## src/rtl/gated_pipe_reg_pkg.sv

```systemverilog
// gated_pipe_reg_pkg: shared defaults and helpers for the gated elastic pipeline.
//   WIDTH_DEF / STAGES_DEF : default data width and stage count.
//   occ_width(stages)      : bits needed to count 0..stages occupied stages.
package gated_pipe_reg_pkg;

    localparam int WIDTH_DEF  = 32;
    localparam int STAGES_DEF = 2;

    function automatic int occ_width(input int stages);
        return $clog2(stages + 1);
    endfunction

endpackage

```

## src/rtl/gated_pipe_reg_stage.sv

```systemverilog
// gated_pipe_reg_stage: one valid/data register of the elastic pipeline.
//   clk, rst_n        : clock, asynchronous active-low reset.
//   flush             : synchronous clear of the valid bit (dominates load).
//   load              : this stage's ready; when high the stage takes its input.
//   in_valid, in_data : word offered by the previous stage (or the entry gate).
//   out_valid, out_data : registered stage contents.
module gated_pipe_stage
    import gated_pipe_reg_pkg::*;
#(
    parameter int WIDTH = WIDTH_DEF
) (
    input  logic             clk,
    input  logic             rst_n,
    input  logic             flush,
    input  logic             load,
    input  logic             in_valid,
    input  logic [WIDTH-1:0] in_data,
    output logic             out_valid,
    output logic [WIDTH-1:0] out_data
);

    logic             valid_d, valid_q;
    logic [WIDTH-1:0] data_d, data_q;

    // Data only moves with a real word, so bubbles never overwrite held data.
    always_comb begin
        valid_d = flush ? 1'b0 : (load ? in_valid : valid_q);
        data_d  = (load && in_valid) ? in_data : data_q;
    end

    always_ff @(posedge clk or negedge rst_n) begin
        if (!rst_n) begin
            valid_q <= 1'b0;
            data_q  <= '0;
        end else begin
            valid_q <= valid_d;
            data_q  <= data_d;
        end
    end

    assign out_valid = valid_q;
    assign out_data  = data_q;

endmodule

```

## src/rtl/gated_pipe_reg.sv

```systemverilog
// gated_pipe_reg: elastic valid/ready pipeline of STAGES registers with per-bit
// entry mask and zero-gated output.
//   clk, rst_n           : clock, asynchronous active-low reset.
//   flush                : clears all stage valids at the next edge.
//   in_valid/in_ready    : upstream handshake; in_data & in_mask is stored.
//   out_valid/out_ready  : downstream handshake; out_data is zero when not valid.
//   occupancy            : count of valid stages, present only when the
//                          GATED_PIPE_OCC_EN macro is defined.
module gated_pipe_reg
    import gated_pipe_reg_pkg::*;
#(
    parameter int WIDTH  = WIDTH_DEF,
    parameter int STAGES = STAGES_DEF
) (
    input  logic             clk,
    input  logic             rst_n,
    input  logic             flush,
    input  logic             in_valid,
    output logic             in_ready,
    input  logic [WIDTH-1:0] in_data,
    input  logic [WIDTH-1:0] in_mask,
    output logic             out_valid,
    input  logic             out_ready,
`ifdef GATED_PIPE_OCC_EN
    output logic [occ_width(STAGES)-1:0] occupancy,
`endif
    output logic [WIDTH-1:0] out_data
);

    // rdy[k] is stage k's ready; rdy[STAGES] is the downstream ready.
    logic [STAGES:0]   rdy;
    logic [STAGES-1:0] vld;
    logic [STAGES-1:0] vprev;
    logic [WIDTH-1:0]  dat   [STAGES];
    logic [WIDTH-1:0]  dprev [STAGES];

    assign rdy[STAGES] = out_ready;

    for (genvar k = 0; k < STAGES; k++) begin : g_stage
        if (k == 0) begin : g_entry
            assign vprev[k] = in_valid;
            assign dprev[k] = in_data & in_mask;
        end else begin : g_chain
            assign vprev[k] = vld[k-1];
            assign dprev[k] = dat[k-1];
        end
        assign rdy[k] = rdy[k+1] | ~vld[k];
        gated_pipe_stage #(.WIDTH(WIDTH)) u_stage (
            .clk       (clk),
            .rst_n     (rst_n),
            .flush     (flush),
            .load      (rdy[k]),
            .in_valid  (vprev[k]),
            .in_data   (dprev[k]),
            .out_valid (vld[k]),
            .out_data  (dat[k])
        );
    end

    assign in_ready  = rdy[0];
    assign out_valid = vld[STAGES-1];
    assign out_data  = dat[STAGES-1] & {WIDTH{out_valid}};

`ifdef GATED_PIPE_OCC_EN
    localparam int OCC_W = occ_width(STAGES);

    logic [OCC_W-1:0] occ_d, occ_q;

    // Counts the valids each stage will hold after this edge, so the register
    // tracks the stage valids exactly.
    always_comb begin
        occ_d = '0;
        for (int i = 0; i < STAGES; i++) begin
            occ_d = occ_d + OCC_W'(!flush && (rdy[i] ? vprev[i] : vld[i]));
        end
    end

    always_ff @(posedge clk or negedge rst_n) begin
        if (!rst_n) occ_q <= '0;
        else        occ_q <= occ_d;
    end

    assign occupancy = occ_q;
`endif

endmodule
```

## config.mk

```make
export PLATFORM = sky130hd
export DESIGN_NAME = gated_pipe_reg
export DESIGN_NICKNAME = d
export VERILOG_FILES = /design/src/rtl/gated_pipe_reg_pkg.sv /design/src/rtl/gated_pipe_reg_stage.sv /design/src/rtl/gated_pipe_reg.sv
export SDC_FILE = /design/constraint.sdc
export NUM_CORES = 1
export LEC_CHECK = 0
export CAP_MARGIN = 20
export CORE_MARGIN = 2
export CORE_UTILIZATION = 45
export CTS_CLUSTER_DIAMETER = 120
export DETAILED_ROUTE_END_ITERATION = 7
export GPL_TIMING_DRIVEN = 0
export PLACE_DENSITY = 0.79
export SETUP_SLACK_MARGIN = 0.15
export SYNTH_ARGS = -nofsm -noshare
export SYNTH_HDL_FRONTEND = slang
export SYNTH_SLANG_ARGS = --single-unit
```

## constraint.sdc

```tcl
create_clock -name clk -period 1.7 [get_ports clk]
set_input_delay 0.51 -clock clk [delete_from_list [all_inputs] [get_ports clk]]
set_output_delay 0.51 -clock clk [all_outputs]
set_load 0.05 [all_outputs]
```

# --- Word level (Yosys, flattened, before mapping) ---
# Index checks and enable logic that the tools add are counted.
totals:
  regBits: 66
  latchBits: 0
  mem_bits_rw: 0
  romBits: 0
  out_inout_bits: 34
  elab_cells: 18
  memories: 0
op_classes:
  addsub: 0
  mul: 0
  div_mod_pow: 0
  order_cmp: 0
  eq_ne: 0
  shift: 0
  mux: 4
  bitwise_logic: 6
  n_reduce_logical: 4
ops:
  columns: ["op", "n"]
  rows:
  - ["AND 32 bit", 2]
  - ["two-way mux 1 bit", 4]
  - ["nonzero test 2 bit", 2]
  - ["logical AND 1 bit", 2]
  - ["inverter 1 bit", 2]
  - ["bitwise OR 1 bit", 2]

# --- Logic depth before layout (Yosys ltp) ---
logic_depth:
  word_depth: 5
  ltp_mapped: 6
  depth_no_buf: 4

# --- Hierarchy ---
# From an unflattened synthesis, not the netlist that was laid out.
hier_totals:
  cells_unflattened: 211
  hier_area_um2: 3138.0
modules_own_cells:
  columns: ["module", "instances", "cells_each", "area_per_inst_um2"]
  rows:
  - ["gated_pipe_stage", 2, 71, 1346.3]
  - ["gated_pipe_reg", 1, 69, 445.4]

# --- Least setup slack after synthesis ---
# Ideal clock, no wire load.
synth_path:
  kind: "reg-to-output"
  startpoint: "reg g_stage[1].u_stage.valid_q"
  endpoint: "out out_data[0]"
  arrival_time_ps: 1372
  setup_slack_ps: -182
  stages_incl_launch_ff: 3
  cell_sequence: "dfrtp_1 clkbuf_1 and2_1"
synth_via:
  elab_chain_cells: 1
synth_lines:
  columns: ["item", "line", "source"]
  rows:
  - ["start: declaration", "gated_pipe_reg_stage.sv:22", "logic valid_d, valid_q;"]
  - ["start signal: assignment", "gated_pipe_reg_stage.sv:36", "valid_q <= valid_d;"]
  - ["AND 32 bit", "gated_pipe_reg.sv:62", "assign out_data = dat[STAGES-1] & {WIDTH{out_valid}};"]
  - ["end: declaration", "gated_pipe_reg.sv:27", "output logic [WIDTH-1:0] out_data"]
# No other way between the ends.

# --- Worst setup path after layout ---
layout_path:
  startpoint: "reg g_stage[1].u_stage.valid_q"
  endpoint: "out out_data[27]"
# Same word-level chain as after synthesis.

==> reports/qor.csv <==
metric;value;unit
outcome;finished with violations;
violations;setup timing;
cts_tree;built;
route.vias.total;2178;
placementRows;29;
p_per_area;834;nW/µm²
viasPerCell;5.19;
reg2reg_from;g_stage[1].u_stage.out_valid;
synthAdderAreaFrac;0;%
die_w;85.9;µm
pre_cts_slack;-0.980;ns
synth_xor_area_share;0;%
drive_gt1_share;41.7;%
maxCapViolations;0;
critPathMaxFanout;6;
clk_transition_reported_paths;0.08;ns
instances_no_fill;420;
cts_max_level;3;
p_comb_share;20.2;%
ios;103;
die_area;7390;µm²
clock-sinks;66;
synthesis.nets;289;
wl_per_cell;17.1;µm
drt_iter0_drc;77;
rrSetupSlack;0.14;ns
power_leakage;2.12;nW
ys_seq_area_share;54.7;%
fillers;419;
fp.dieH;85.9;µm
synth_seq_cells;66;
fmax;544;MHz
max_slew_margin;44.3;%
cp_data_required_time;1.19;ns
layout_min_cycle_time;1.84;ns
skew;0.0134;ns
antenna_found_initial;0;
vdd_drop_max;0.483;mV
place_congestion;0.739;
netlist_area;3020;µm²
finish.utilization;75.3;%
drc;0;
seq_area;1650;µm²
setup_viol;33;
tightest_slew;0.836;ns
pwr-share-clk;33.2;%
grt_pass1_wl;11300;µm
muxShareOfSynthArea;11.9;%
clock_latency;0.33;ns
switching_share;26.2;%
r2r_end;g_stage[0].u_stage.out_data[9];
worstSetupPathType;flop to primary output;
p_int;0.00298;W
ys_warn_count;0;
cts-root-buf;clkbuf_8;
reg2reg_depth;8;
nets;407;
ant_nets;0;
avgSynthCellArea;13.7;µm²
synth-simple-area-share;13.5;%
firstDrtPassIters;4;
core;6420;µm²
p_switching;0.00106;W
syn_inst;220;
startpoint_type;flop;
grt_pass1_vias;2320;
grt_usage;20.2;%
drv_slew;0;
end_kind;primary output;
finalCritPeriodShare;108;%
yosysUniqueCellTypes;19;
grt.overflow.total;0;
multi_input_area;1540;µm²
holdWs;0.240;ns
hold_class;input pin to asynchronous set/reset pin;
layout_setup_ws;-0.138;ns
start_util;47.0;%
final_hold_viol_count;0;
wl;7190;µm
dp.final_hpwl;4640;µm
grt_max_degree;67;
port_buffers;101;
cts_buffers;9;
synthToLayoutAreaGrowth;60.0;%
synth_top_family_by_area;compound AO/OA/AOI/OAI gates;
antenna_cells;0;
grt_setup_unrepaired;yes;
place_inst;398;
cts_buffer_depth;2;
synth_compound_area_share;15.7;%
p_seq_share;46.6;%
critical_path_arrival;1.33;ns
==> cell families after synthesis <==
logic type,count (synthesis)
AND/OR/NAND/NOR,70
flip-flops,66
AO/OA/AOI/OAI,33
multiplexers,32
buffers and inverters,19
==> cell usage after synthesis (all sizes together) <==
cell type	n	area share (%)
buf	11	3.1
nand2b	1	0.21
clkbuf	6	0.75
and2	32	6.6
and3b	1	0.29
nand3	32	5.3
nor2	2	0.25
o2bb2ai	32	15
dfrtp	66	55
inv	2	0.33
a21oi	1	0.17
mux2	32	12
nand2	2	0.87
==> per-layer routing <==
layer / wire length, µm / up-vias / global-route usage (%)
met3: 380 / 10 / 4.81
met1: 3160 / 1069 / 26.8
met5: 0 / - / 0
li1: - / 1030 / -
met4: 95 / 0 / 7.79
met2: 3560 / 69 / 32.1
==> power by group through the flow <==
stage	Combinational (W)	Clock [W]	Sequential (W)
finish	0.000815	0.00134	0.00188
global route	0.000869	0.00143	0.00190
CTS	0.000749	0.00137	0.00186
detailed placement	0.000700	0	0.00189
global placement	0.000684	0	0.00188
floorplan	0.000402	0	0.00186
==> sequential cells by signal (all words and copies together) (netlist names) <==
| signal | cells |
|---|---|
| g_stage.u_stage.out_valid | 2 |
| g_stage.u_stage.out_data | 64 |
==> area by class of cell <==
cell class              count  share of cell area (%)
flip-flops and latches     66                    34.2
multi-input cells         135                    31.8
repair buffers            107                    23.6
plain buffers              17                    3.93
clock buffers              12                    3.21
well taps                  77                    1.99
clock inverters             4                    1.04
inverters                   2                   0.259
==> placed cells by master, fill, tap and decap left out, types with 6 or more instances in the layout <==
cell type / count
buf_6: 24
mux2_1: 23
clkbuf_8: 14
o2bb2ai_2: 11
buf_8: 15
nand3_1: 32
o2bb2ai_4: 19
clkdlybuf4s50_1: 65
mux2_2: 9
and2_2: 20
and2_4: 10
dfrtp_1: 65
buf_4: 6
==> what timing repair did <==
item | 4_1_cts | 5_1_grt
hold buffers | 0 | 0
pin swaps | 0 | 14
resized for setup | 272 | 31
hold endpoints to repair | 0 | 0
cloned | 1 | 0
setup buffers | 3 | 2
setup endpoints to repair | 50 | 64
==> stage by stage <==
step	total power [W]	cell area (µm²)	setup TNS, ns
after floorplan	0.00226	3060	0
after CTS	0.00398	4540	-3.85
after global routing	0.00420	4830	-4.87
after detailed placement	0.00259	4170	-29.59
after global placement	0.00256	4170	-160.90
final	0.00403	4830	-3.50
==> worst max-delay path: stages (launching register included) <==
cell and delay, ns:
dfrtp_2 0.48, buf_4 0.19, and2_1 0.15, buf_4 0.18
==> how the worst max path moves through the flow <==
stage | startpoint | to | slack, ns
after floorplan | g_stage[1].u_stage.out_valid | out_data[0] | 0.1
after global placement | rst_n | g_stage[1].u_stage.out_valid | -2.23
after detailed placement | out_ready | in_ready | -0.98
after CTS | g_stage[1].u_stage.out_valid | out_data[22] | -0.15
after global routing | g_stage[1].u_stage.out_valid | out_data[11] | -0.18
final | g_stage[1].u_stage.out_valid | out_data[27] | -0.14
Note: power is estimated with default switching activity, not from simulation.
